## config.mk

```make
export PLATFORM = sky130hd
export DESIGN_NAME = fp_op_scheduler_flat
export DESIGN_NICKNAME = d
export VERILOG_FILES = /design/src/rtl/fp_op_scheduler_if.sv /design/src/rtl/fp_op_scheduler.sv /design/src/flat_wrapper.sv
export SDC_FILE = /design/constraint.sdc
export NUM_CORES = 1
export LEC_CHECK = 0
export BUFFER_PORTS_ARGS = -buffer_cell sky130_fd_sc_hd__buf_2
export CAP_MARGIN = 0
export CELL_PAD_IN_SITES_DETAIL_PLACEMENT = 1
export CELL_PAD_IN_SITES_GLOBAL_PLACEMENT = 1
export CORE_AREA = 2 2 207 209
export CTS_BUF_LIST = sky130_fd_sc_hd__clkbuf_8 sky130_fd_sc_hd__clkbuf_16
export DETAILED_ROUTE_END_ITERATION = 6
export DIE_AREA = 0 0 209 211
export GPL_TIMING_DRIVEN = 0
export PLACE_DENSITY_LB_ADDON = 0.1
export SYNTH_ARGS = -nofsm -noshare
export SYNTH_HDL_FRONTEND = slang
export SYNTH_SLANG_ARGS = --single-unit
```

## constraint.sdc

```tcl
create_clock -name clk -period 5.61 [get_ports clk]
set_input_delay 0.2805 -clock clk [delete_from_list [all_inputs] [get_ports clk]]
set_output_delay 0.2805 -clock clk [all_outputs]
set_load 0.02 [all_outputs]
```

## src/rtl/fp_op_scheduler_if.sv

```systemverilog
// Request/response and shared-resource bundle for fp_op_scheduler.
// slave: scheduler side; master: requester plus adder/multiplier/divider side.
interface fp_op_scheduler_if #(
  parameter int PRECISION = 32
);
  logic                 start;
  logic [1:0]           op;
  logic [PRECISION-1:0] a;
  logic [PRECISION-1:0] b;
  logic                 ready;
  logic                 done;
  logic                 error;
  logic [PRECISION-1:0] result;

  logic [PRECISION-1:0] add_a;
  logic [PRECISION-1:0] add_b;
  logic                 add_op;
  logic                 add_load;
  logic                 add_valid;
  logic [PRECISION-1:0] add_out;

  logic [PRECISION-1:0] mul_a;
  logic [PRECISION-1:0] mul_b;
  logic [PRECISION-1:0] mul_result;

  logic [PRECISION-1:0] div_a;
  logic [PRECISION-1:0] div_b;
  logic                 div_load;
  logic                 div_enable;
  logic                 div_valid;
  logic [PRECISION-1:0] div_result;

  logic [PRECISION-1:0] div_add_a;
  logic [PRECISION-1:0] div_add_b;
  logic                 div_add_op;
  logic                 div_add_load;
  logic [PRECISION-1:0] div_mul_a;
  logic [PRECISION-1:0] div_mul_b;

  modport slave (
    input  start, op, a, b,
    output ready, done, error, result,
    output add_a, add_b, add_op, add_load,
    input  add_valid, add_out,
    output mul_a, mul_b,
    input  mul_result,
    output div_a, div_b, div_load, div_enable,
    input  div_valid, div_result,
    input  div_add_a, div_add_b, div_add_op, div_add_load,
    input  div_mul_a, div_mul_b
  );

  modport master (
    output start, op, a, b,
    input  ready, done, error, result,
    input  add_a, add_b, add_op, add_load,
    output add_valid, add_out,
    input  mul_a, mul_b,
    output mul_result,
    input  div_a, div_b, div_load, div_enable,
    output div_valid, div_result,
    output div_add_a, div_add_b, div_add_op, div_add_load,
    output div_mul_a, div_mul_b
  );
endinterface

```

## src/rtl/fp_op_scheduler.sv

```systemverilog
// Sequences add/sub/mul/div onto a shared FP adder, multiplier and divider.
// Ports: clk; rst (async, active-high); bus (fp_op_scheduler_if.slave).
module fp_op_scheduler #(
  parameter int PRECISION = 32,
  parameter int TIMEOUT   = 64
) (
  input logic              clk,
  input logic              rst,
  fp_op_scheduler_if.slave bus
);
  localparam int W  = PRECISION;
  localparam int CW = $clog2(TIMEOUT + 1);
  localparam logic [W-1:0] NAN = {1'b0, {(W-1){1'b1}}};

  typedef enum logic [2:0] {
    IDLE, ADD_LOAD, ADD_WAIT, MUL_DRIVE,
    MUL_CAP, DIV_LOAD, DIV_RUN, DONE
  } state_t;

  state_t        state, state_d;
  logic [W-1:0]  a_q, b_q;
  logic          sub_q;
  logic [W-1:0]  result_q, result_d;
  logic          err_q, err_d;
  logic [CW-1:0] cnt;
  logic          tmo;
  logic          accept;

  assign accept = (state == IDLE) && bus.start;
  // Last permitted wait cycle; a valid here still wins.
  assign tmo = (cnt == CW'(TIMEOUT - 1));

  always_ff @(posedge clk or posedge rst) begin
    if (rst) begin
      state    <= IDLE;
      a_q      <= '0;
      b_q      <= '0;
      sub_q    <= 1'b0;
      result_q <= '0;
      err_q    <= 1'b0;
      cnt      <= '0;
    end else begin
      state    <= state_d;
      result_q <= result_d;
      err_q    <= err_d;
      if (accept) begin
        a_q   <= bus.a;
        b_q   <= bus.b;
        sub_q <= bus.op[0];
      end
      if (state == ADD_WAIT || state == DIV_RUN)
        cnt <= cnt + CW'(1);
      else
        cnt <= '0;
    end
  end

  always_comb begin
    state_d  = state;
    result_d = result_q;
    err_d    = err_q;
    unique case (state)
      IDLE: begin
        err_d = 1'b0;
        if (bus.start) begin
          unique case (bus.op)
            2'b10:   state_d = MUL_DRIVE;
            2'b11:   state_d = DIV_LOAD;
            default: state_d = ADD_LOAD;
          endcase
        end
      end
      ADD_LOAD:  state_d = ADD_WAIT;
      ADD_WAIT: begin
        if (bus.add_valid) begin
          result_d = bus.add_out;
          state_d  = DONE;
        end else if (tmo) begin
          result_d = NAN;
          err_d    = 1'b1;
          state_d  = DONE;
        end
      end
      MUL_DRIVE: state_d = MUL_CAP;
      MUL_CAP: begin
        result_d = bus.mul_result;
        state_d  = DONE;
      end
      DIV_LOAD:  state_d = DIV_RUN;
      DIV_RUN: begin
        if (bus.div_valid) begin
          result_d = bus.div_result;
          state_d  = DONE;
        end else if (tmo) begin
          result_d = NAN;
          err_d    = 1'b1;
          state_d  = DONE;
        end
      end
      DONE:      state_d = IDLE;
      default:   state_d = IDLE;
    endcase
  end

  always_comb begin
    bus.ready      = (state == IDLE);
    bus.done       = (state == DONE);
    bus.error      = (state == DONE) && err_q;
    bus.result     = result_q;
    bus.add_a      = '0;
    bus.add_b      = '0;
    bus.add_op     = 1'b0;
    bus.add_load   = 1'b0;
    bus.mul_a      = '0;
    bus.mul_b      = '0;
    bus.div_a      = '0;
    bus.div_b      = '0;
    bus.div_load   = 1'b0;
    bus.div_enable = 1'b0;
    unique case (state)
      ADD_LOAD, ADD_WAIT: begin
        bus.add_a    = a_q;
        bus.add_b    = b_q;
        bus.add_op   = sub_q;
        bus.add_load = (state == ADD_LOAD);
      end
      MUL_DRIVE: begin
        bus.mul_a = a_q;
        bus.mul_b = b_q;
      end
      DIV_LOAD: begin
        bus.div_a      = a_q;
        bus.div_b      = b_q;
        bus.div_load   = 1'b1;
        bus.div_enable = 1'b1;
      end
      DIV_RUN: begin
        // Divider owns the shared adder and multiplier while it runs.
        bus.div_a      = a_q;
        bus.div_b      = b_q;
        bus.div_enable = 1'b1;
        bus.add_a      = bus.div_add_a;
        bus.add_b      = bus.div_add_b;
        bus.add_op     = bus.div_add_op;
        bus.add_load   = bus.div_add_load;
        bus.mul_a      = bus.div_mul_a;
        bus.mul_b      = bus.div_mul_b;
      end
      default: begin
      end
    endcase
  end
endmodule

```

## src/flat_wrapper.sv

```systemverilog
// flat-port wrapper written by rule: the top's interface ports become plain ports
module fp_op_scheduler_flat 
#(
  parameter int PRECISION = 32,
  parameter int TIMEOUT   = 64
)
  (clk, rst, bus_start, bus_op, bus_a, bus_b, bus_ready, bus_done, bus_error, bus_result, bus_add_a, bus_add_b, bus_add_op, bus_add_load, bus_add_valid, bus_add_out, bus_mul_a, bus_mul_b, bus_mul_result, bus_div_a, bus_div_b, bus_div_load, bus_div_enable, bus_div_valid, bus_div_result, bus_div_add_a, bus_div_add_b, bus_div_add_op, bus_div_add_load, bus_div_mul_a, bus_div_mul_b);
  fp_op_scheduler_if #(.PRECISION(PRECISION)) bus_i ();
  input logic clk;
  input logic rst;
  input wire logic [$bits(bus_i.start)-1:0] bus_start;
  input wire logic [$bits(bus_i.op)-1:0] bus_op;
  input wire logic [$bits(bus_i.a)-1:0] bus_a;
  input wire logic [$bits(bus_i.b)-1:0] bus_b;
  output wire logic [$bits(bus_i.ready)-1:0] bus_ready;
  output wire logic [$bits(bus_i.done)-1:0] bus_done;
  output wire logic [$bits(bus_i.error)-1:0] bus_error;
  output wire logic [$bits(bus_i.result)-1:0] bus_result;
  output wire logic [$bits(bus_i.add_a)-1:0] bus_add_a;
  output wire logic [$bits(bus_i.add_b)-1:0] bus_add_b;
  output wire logic [$bits(bus_i.add_op)-1:0] bus_add_op;
  output wire logic [$bits(bus_i.add_load)-1:0] bus_add_load;
  input wire logic [$bits(bus_i.add_valid)-1:0] bus_add_valid;
  input wire logic [$bits(bus_i.add_out)-1:0] bus_add_out;
  output wire logic [$bits(bus_i.mul_a)-1:0] bus_mul_a;
  output wire logic [$bits(bus_i.mul_b)-1:0] bus_mul_b;
  input wire logic [$bits(bus_i.mul_result)-1:0] bus_mul_result;
  output wire logic [$bits(bus_i.div_a)-1:0] bus_div_a;
  output wire logic [$bits(bus_i.div_b)-1:0] bus_div_b;
  output wire logic [$bits(bus_i.div_load)-1:0] bus_div_load;
  output wire logic [$bits(bus_i.div_enable)-1:0] bus_div_enable;
  input wire logic [$bits(bus_i.div_valid)-1:0] bus_div_valid;
  input wire logic [$bits(bus_i.div_result)-1:0] bus_div_result;
  input wire logic [$bits(bus_i.div_add_a)-1:0] bus_div_add_a;
  input wire logic [$bits(bus_i.div_add_b)-1:0] bus_div_add_b;
  input wire logic [$bits(bus_i.div_add_op)-1:0] bus_div_add_op;
  input wire logic [$bits(bus_i.div_add_load)-1:0] bus_div_add_load;
  input wire logic [$bits(bus_i.div_mul_a)-1:0] bus_div_mul_a;
  input wire logic [$bits(bus_i.div_mul_b)-1:0] bus_div_mul_b;
  assign bus_i.start = bus_start;
  assign bus_i.op = bus_op;
  assign bus_i.a = bus_a;
  assign bus_i.b = bus_b;
  assign bus_ready = bus_i.ready;
  assign bus_done = bus_i.done;
  assign bus_error = bus_i.error;
  assign bus_result = bus_i.result;
  assign bus_add_a = bus_i.add_a;
  assign bus_add_b = bus_i.add_b;
  assign bus_add_op = bus_i.add_op;
  assign bus_add_load = bus_i.add_load;
  assign bus_i.add_valid = bus_add_valid;
  assign bus_i.add_out = bus_add_out;
  assign bus_mul_a = bus_i.mul_a;
  assign bus_mul_b = bus_i.mul_b;
  assign bus_i.mul_result = bus_mul_result;
  assign bus_div_a = bus_i.div_a;
  assign bus_div_b = bus_i.div_b;
  assign bus_div_load = bus_i.div_load;
  assign bus_div_enable = bus_i.div_enable;
  assign bus_i.div_valid = bus_div_valid;
  assign bus_i.div_result = bus_div_result;
  assign bus_i.div_add_a = bus_div_add_a;
  assign bus_i.div_add_b = bus_div_add_b;
  assign bus_i.div_add_op = bus_div_add_op;
  assign bus_i.div_add_load = bus_div_add_load;
  assign bus_i.div_mul_a = bus_div_mul_a;
  assign bus_i.div_mul_b = bus_div_mul_b;
  fp_op_scheduler #(.PRECISION(PRECISION), .TIMEOUT(TIMEOUT)) u_core (.clk(clk), .rst(rst), .bus(bus_i));
endmodule
```

; Word-level counts from Yosys, hierarchy flattened
; Cells that the tools add are included.
[word_totals]
regBits = 108
in_bits = 297
word_cells = 55
[classes]
addsub = 1
n_eq_ne = 13
muxes = 25
n_reduce_logical = 9
[op_table]
columns = cell, n
row1 = $pmux W32 S2, 4
row2 = $mux W32, 5
row3 = $pmux W32 S3, 1
row4 = $pmux W3 S8, 1
row5 = $eq A3 B3 Y1 const B, 4
row6 = $mux W3, 4
row7 = $add A7 B1 Y7 const B, 1
row8 = $eq A7 B6 Y1 const B, 1
row9 = $mux W7, 1
row10 = $eq A3 B2 Y1 const B, 2
row11 = $ne A2 B2 Y1 const B, 3
row12 = $pmux W3 S2, 1
row13 = $reduce_bool A3 Y1, 2
row14 = $mux W1, 5
row15 = $eq A2 B2 Y1 const B, 2
row16 = $pmux W1 S2, 2
row17 = $reduce_or A2 Y1, 2
row18 = $eq A3 B1 Y1 const B, 1
row19 = $logic_not A3 Y1, 1
row20 = $pmux W1 S3, 1
row21 = $reduce_and A3 Y1, 1
row22 = $logic_and A1 B1 Y1, 2
row23 = $logic_or A1 B1 Y1, 1

; Longest topological paths before layout
[depth]
ltp_word = 4
mapped_depth = 8
ltp_nobuf = 5

; Least setup slack after synthesis
; Ideal clock, no wire load.
[synth_path]
kind = flip-flop to output port
start = reg u_core.state[0]
end = out bus_add_a[12]
arrival_ns = 1.516
required_time_ns = 5.330
setup_slack_ns = 3.814
path_stages_with_launch = 8
path_buffers = 4
cell_sequence = dfrtp_1 -> buf_4 -> nand2b_4 -> buf_6 -> a21oi_1 -> buf_2 -> buf_4 -> a22o_1
[synth_between]
elab_chain_len = 3
[synth_rtl]
columns = item, line_no
row1 = "start, declared", fp_op_scheduler.sv:20  ; state_t state, state_d;
row2 = "start signal, assigned", fp_op_scheduler.sv:43  ; state <= state_d;
row3 = $eq A3 B1 Y1 / $eq A3 B2 Y1 (equally long branches), fp_op_scheduler.sv:120  ; unique case (state)
row4 = $reduce_or A2 Y1, fp_op_scheduler.sv:120
row5 = $pmux W32 S2 (*), fp_op_scheduler.sv:120
row6 = "end, declared", flat_wrapper.sv:19  ; output wire logic [$bits(bus_i.add_a)-1:0] bus_add_a;
; Mark *: on every way between the ends. The rest lies on a longest branch, timed or not.

; Worst setup path in the final report
[layout_path]
start = reg u_core.state[1]
end = out bus_div_a[22]
[layout_between]
elab_chain_len = 3
[layout_rtl]
columns = item, line_no
row1 = $eq A3 B3 Y1, fp_op_scheduler.sv:120
row2 = $reduce_or A2 Y1 (no source line) (*), -
row3 = $mux W32 (*), fp_op_scheduler.sv:120
row4 = "end, declared", flat_wrapper.sv:28  ; output wire logic [$bits(bus_i.div_a)-1:0] bus_div_a;
; Marked as above.

==> impl_metrics.toml <==
[detailed_routing]
wl_um = 42810
via_per_inst = 4.533
drtIter0Drc = 369
route.detailed.wl_per_inst_um = 24.03
dr.pass1.iters = 4
antenna_left = 0
route.detailed.drc = 0
via_count = 8078

[layout]
finalNetCount = 1527
fillCellCount = 5015
stdcell_count = 1782
areaGrowthSynthToFinish_pct = 51.26
layout-drive-gt1-share_pct = 53.08
utilization_pct = 25.87

[critical_path]
path_buf_inv = 5
cp_max_fo = 10
timing.rr.end = "u_core.bus.result[17]"
worstReg2RegStart = "u_core.state[2]"
crit_cells = 8
cpMostUsedCell = "clkbuf_2"
r2r_setup_slack_ns = 3.57
rr_worst_depth = 6
slowest_delay_ns = 0.44
cp-start-kind = "flop"
cp-end-kind = "primary output"
path_class = "reg -> out"
crit_chain = "buf_4, clkinv_2, nand2_1, a21oi_1, clkbuf_2, clkbuf_2, and2_1, buf_2"
crit_family = "buffers and inverters"
crit_end = "bus_div_a[22]"
startpoint = "u_core.state[1]"
cpMaxStageDelayCell = "clkbuf_2"
crit_required_ns = 5.33
cp.arrival_ns = 2.81

[logic_synthesis]
synth_cells = 690
async_flop_share_pct = 100.0
synth_cell_types = 49
synth_seq_cells = 108
syn_area_per_cell_sq_um = 10.35
synth_area_sq_mm = 0.007142
ys_seq_area_share_pct = 37.84
synthFlopType = "dfrtp_1"
yosys_warnings = 0
synth_enable_flop_cells = 0
synth_fp_nets = 988

[clock_network]
cts_buffer_depth = 2
post-cts-setup-buffers = 0
cts_sinks = 108
cts_tree = "done"
clockRootBuffer = "clkbuf_16"
htreeDepth = 3
hold_buffers = 1
clk_pin_slew_worst_paths_ns = 0.08
numCtsBuffers = 9
cts_resized = 0
clk_latency_ns = 0.37

[power]
switching_power_uw = 3606
power_density_mw_per_mm2 = 627.8
pwr-share-clk_pct = 9.8
seqPwrFrac_pct = 23.6
leakagePower_uw = 0.005559
ir_drop_mv = 0.1509
intPower_uw = 3176
power_frac_comb_pct = 66.7
swShare_pct = 53.17

[timing]
timing.setup.tns_ns = 0
max-slew-margin-rel_pct = 51.96
fin_worst_skew_ns = 0.008928
fmax_ghz = 0.3236
hold_slack_ns = 0.1167
tightest_slew_ns = 0.7199
min_period_ns = 3.090
hold_violations = 0
rsz0062_at_grt = "false"
drv_slew = 0
fin_crit_sh_pct = 55.08
finalSetupViolCount = 0

[floorplanning]
initial_utilization_pct = 17.10
die_x_um = 209
core_area_sq_mm = 0.04176
dieHeight_um = 211
row_count = 75
ios = 528
die-area_sq_mm = 0.04410

[grt]
grt_max_degree = 56
track_usage_pct = 19.00
grt_antenna_before_repair = 20
grt_first_pass_wirelength_um = 60900
grt_overflow = 0
first_global_vias = 8543

[status]
status = "complete, no violations"

[placement]
io_buffers = 526
place.gp.congestion = 0.7893
place_inst = 1756
detailed_place_hpwl_um = 34530

[hold_path]
hold_depth = 2
hold_path_class = "in -> reg"

[run]
cap_violations = 0
[worst reg2reg max path, stage by stage, from the launching register on]
cell and delay (ns):
dfrtp_1 0.43, buf_6 0.17, nor3b_4 0.37, nand2_1 0.30, clkbuf_1 0.35, nor2_1 0.24
a221oi_2 0.05
[sequential cells by signal (all words and copies together) (netlist names)]
signal,count
u_core.cnt,7
u_core.state,3
u_core.a_q,32
u_core.b_q,32
u_core.bus.result,32
u_core.sub_q,1
u_core.err_q,1
[power by group through the flow]
stage / Sequential [uW] / Combinational, uW / Clock (uW)
2_1_floorplan: 1570 / 2820 / 0
3_3_place_gp: 1620 / 4610 / 0
3_5_place_dp: 1620 / 4620 / 0
4_1_cts: 1610 / 4630 / 698
5_1_grt: 1670 / 4880 / 722
6_report: 1600 / 4520 / 664
[synth_stat cells (2+ instances only)]
master     instances  share of area (%)
a22o_1           130                 16
dfrtp_1          108                 38
and2_1            69                6.0
mux2_2            47                7.4
nand2b_1          32                2.8
clkbuf_1          26                1.4
nor2_1            26                1.4
a21oi_1           20                1.4
inv_1             18               0.95
mux2_1            18                2.8
a22oi_1           17                1.8
buf_2             17                1.2
nand3_1           17                1.2
o311ai_1          16                2.0
a2bb2oi_1         15                1.8
o221ai_1          15                1.8
o311ai_0          15                1.8
buf_4             12                1.3
a221oi_2          10                2.1
buf_6              7                1.1
a221oi_1           6               0.74
buf_1              6               0.32
clkbuf_2           5               0.35
nand2_1            5               0.26
nor2_2             3               0.26
xnor2_1            3               0.37
a31oi_1            2               0.18
and3_1             2               0.18
o21ai_0            2               0.14
xor2_1             2               0.25
[through the flow]
stage,worst slack (ns),total power (uW),instance area [sq um]
floorplan,2.484,4383,7142
global placement,0.3964,6226,10450
detailed placement,2.708,6246,10480
CTS,2.265,6938,10780
global route,2.184,7273,10790
finish,2.520,6782,10800
[per-layer routing]
layer	routed length (um)	track usage (%)
met2	22020	34.24
met1	17050	21.97
met4	492	4.015
met5	141	0
met3	3109	6.096
[logic make-up after synthesis]
| family | after synthesis | share of synthesized area (%) |
|---|---|---|
| compound gates | 253 | 30.62 |
| xor+xnor | 5 | 0.6133 |
| fa+ha+maj | 1 | 0.1752 |
| buf+inv | 93 | 6.657 |
| flops | 108 | 37.84 |
| mux | 66 | 10.39 |
| simple gates | 164 | 13.70 |
[cell usage in the layout, fill, tap and decap left out, types with 15 or more instances in the layout]
master,instances
o221ai_1,15
and2_1,69
a2bb2oi_1,15
dfrtp_1,108
nand2b_1,32
a22o_1,130
o311ai_0,15
o311ai_1,16
buf_2,543
nor2_1,26
a21oi_1,20
nand3_1,17
inv_1,17
mux2_2,47
mux2_1,18
a22oi_1,17
clkbuf_1,26
[worst min-delay path by stage]
stage	startpoint	endpoint	slack (ns)
6_report	bus_a[17]	u_core.a_q[17]	0.12
5_1_grt	bus_b[5]	u_core.b_q[5]	0.11
4_1_cts	bus_a[17]	u_core.a_q[17]	0.09
3_5_place_dp	rst	u_core.a_q[1]	0.38
3_3_place_gp	u_core.cnt[0]	u_core.cnt[0]	0.44
2_1_floorplan	bus_a[0]	u_core.a_q[0]	0.42
[layout make-up]
type | instances | area [sq um] | area share, %
Timing Repair Buffer | 528 | 2670 | 24.72
Inverter | 20 | 81.33 | 0.7528
Multi-Input combinational cell | 489 | 3964 | 36.69
Buffer | 73 | 399.1 | 3.695
Sequential cell | 108 | 2703 | 25.02
Antenna cell | 9 | 22.52 | 0.2085
Clock inverter | 4 | 22.52 | 0.2085
Clock buffer | 12 | 266.5 | 2.467
Tap cell | 539 | 674.4 | 6.243
No activity file was read; power rests on OpenSTA's default activity.
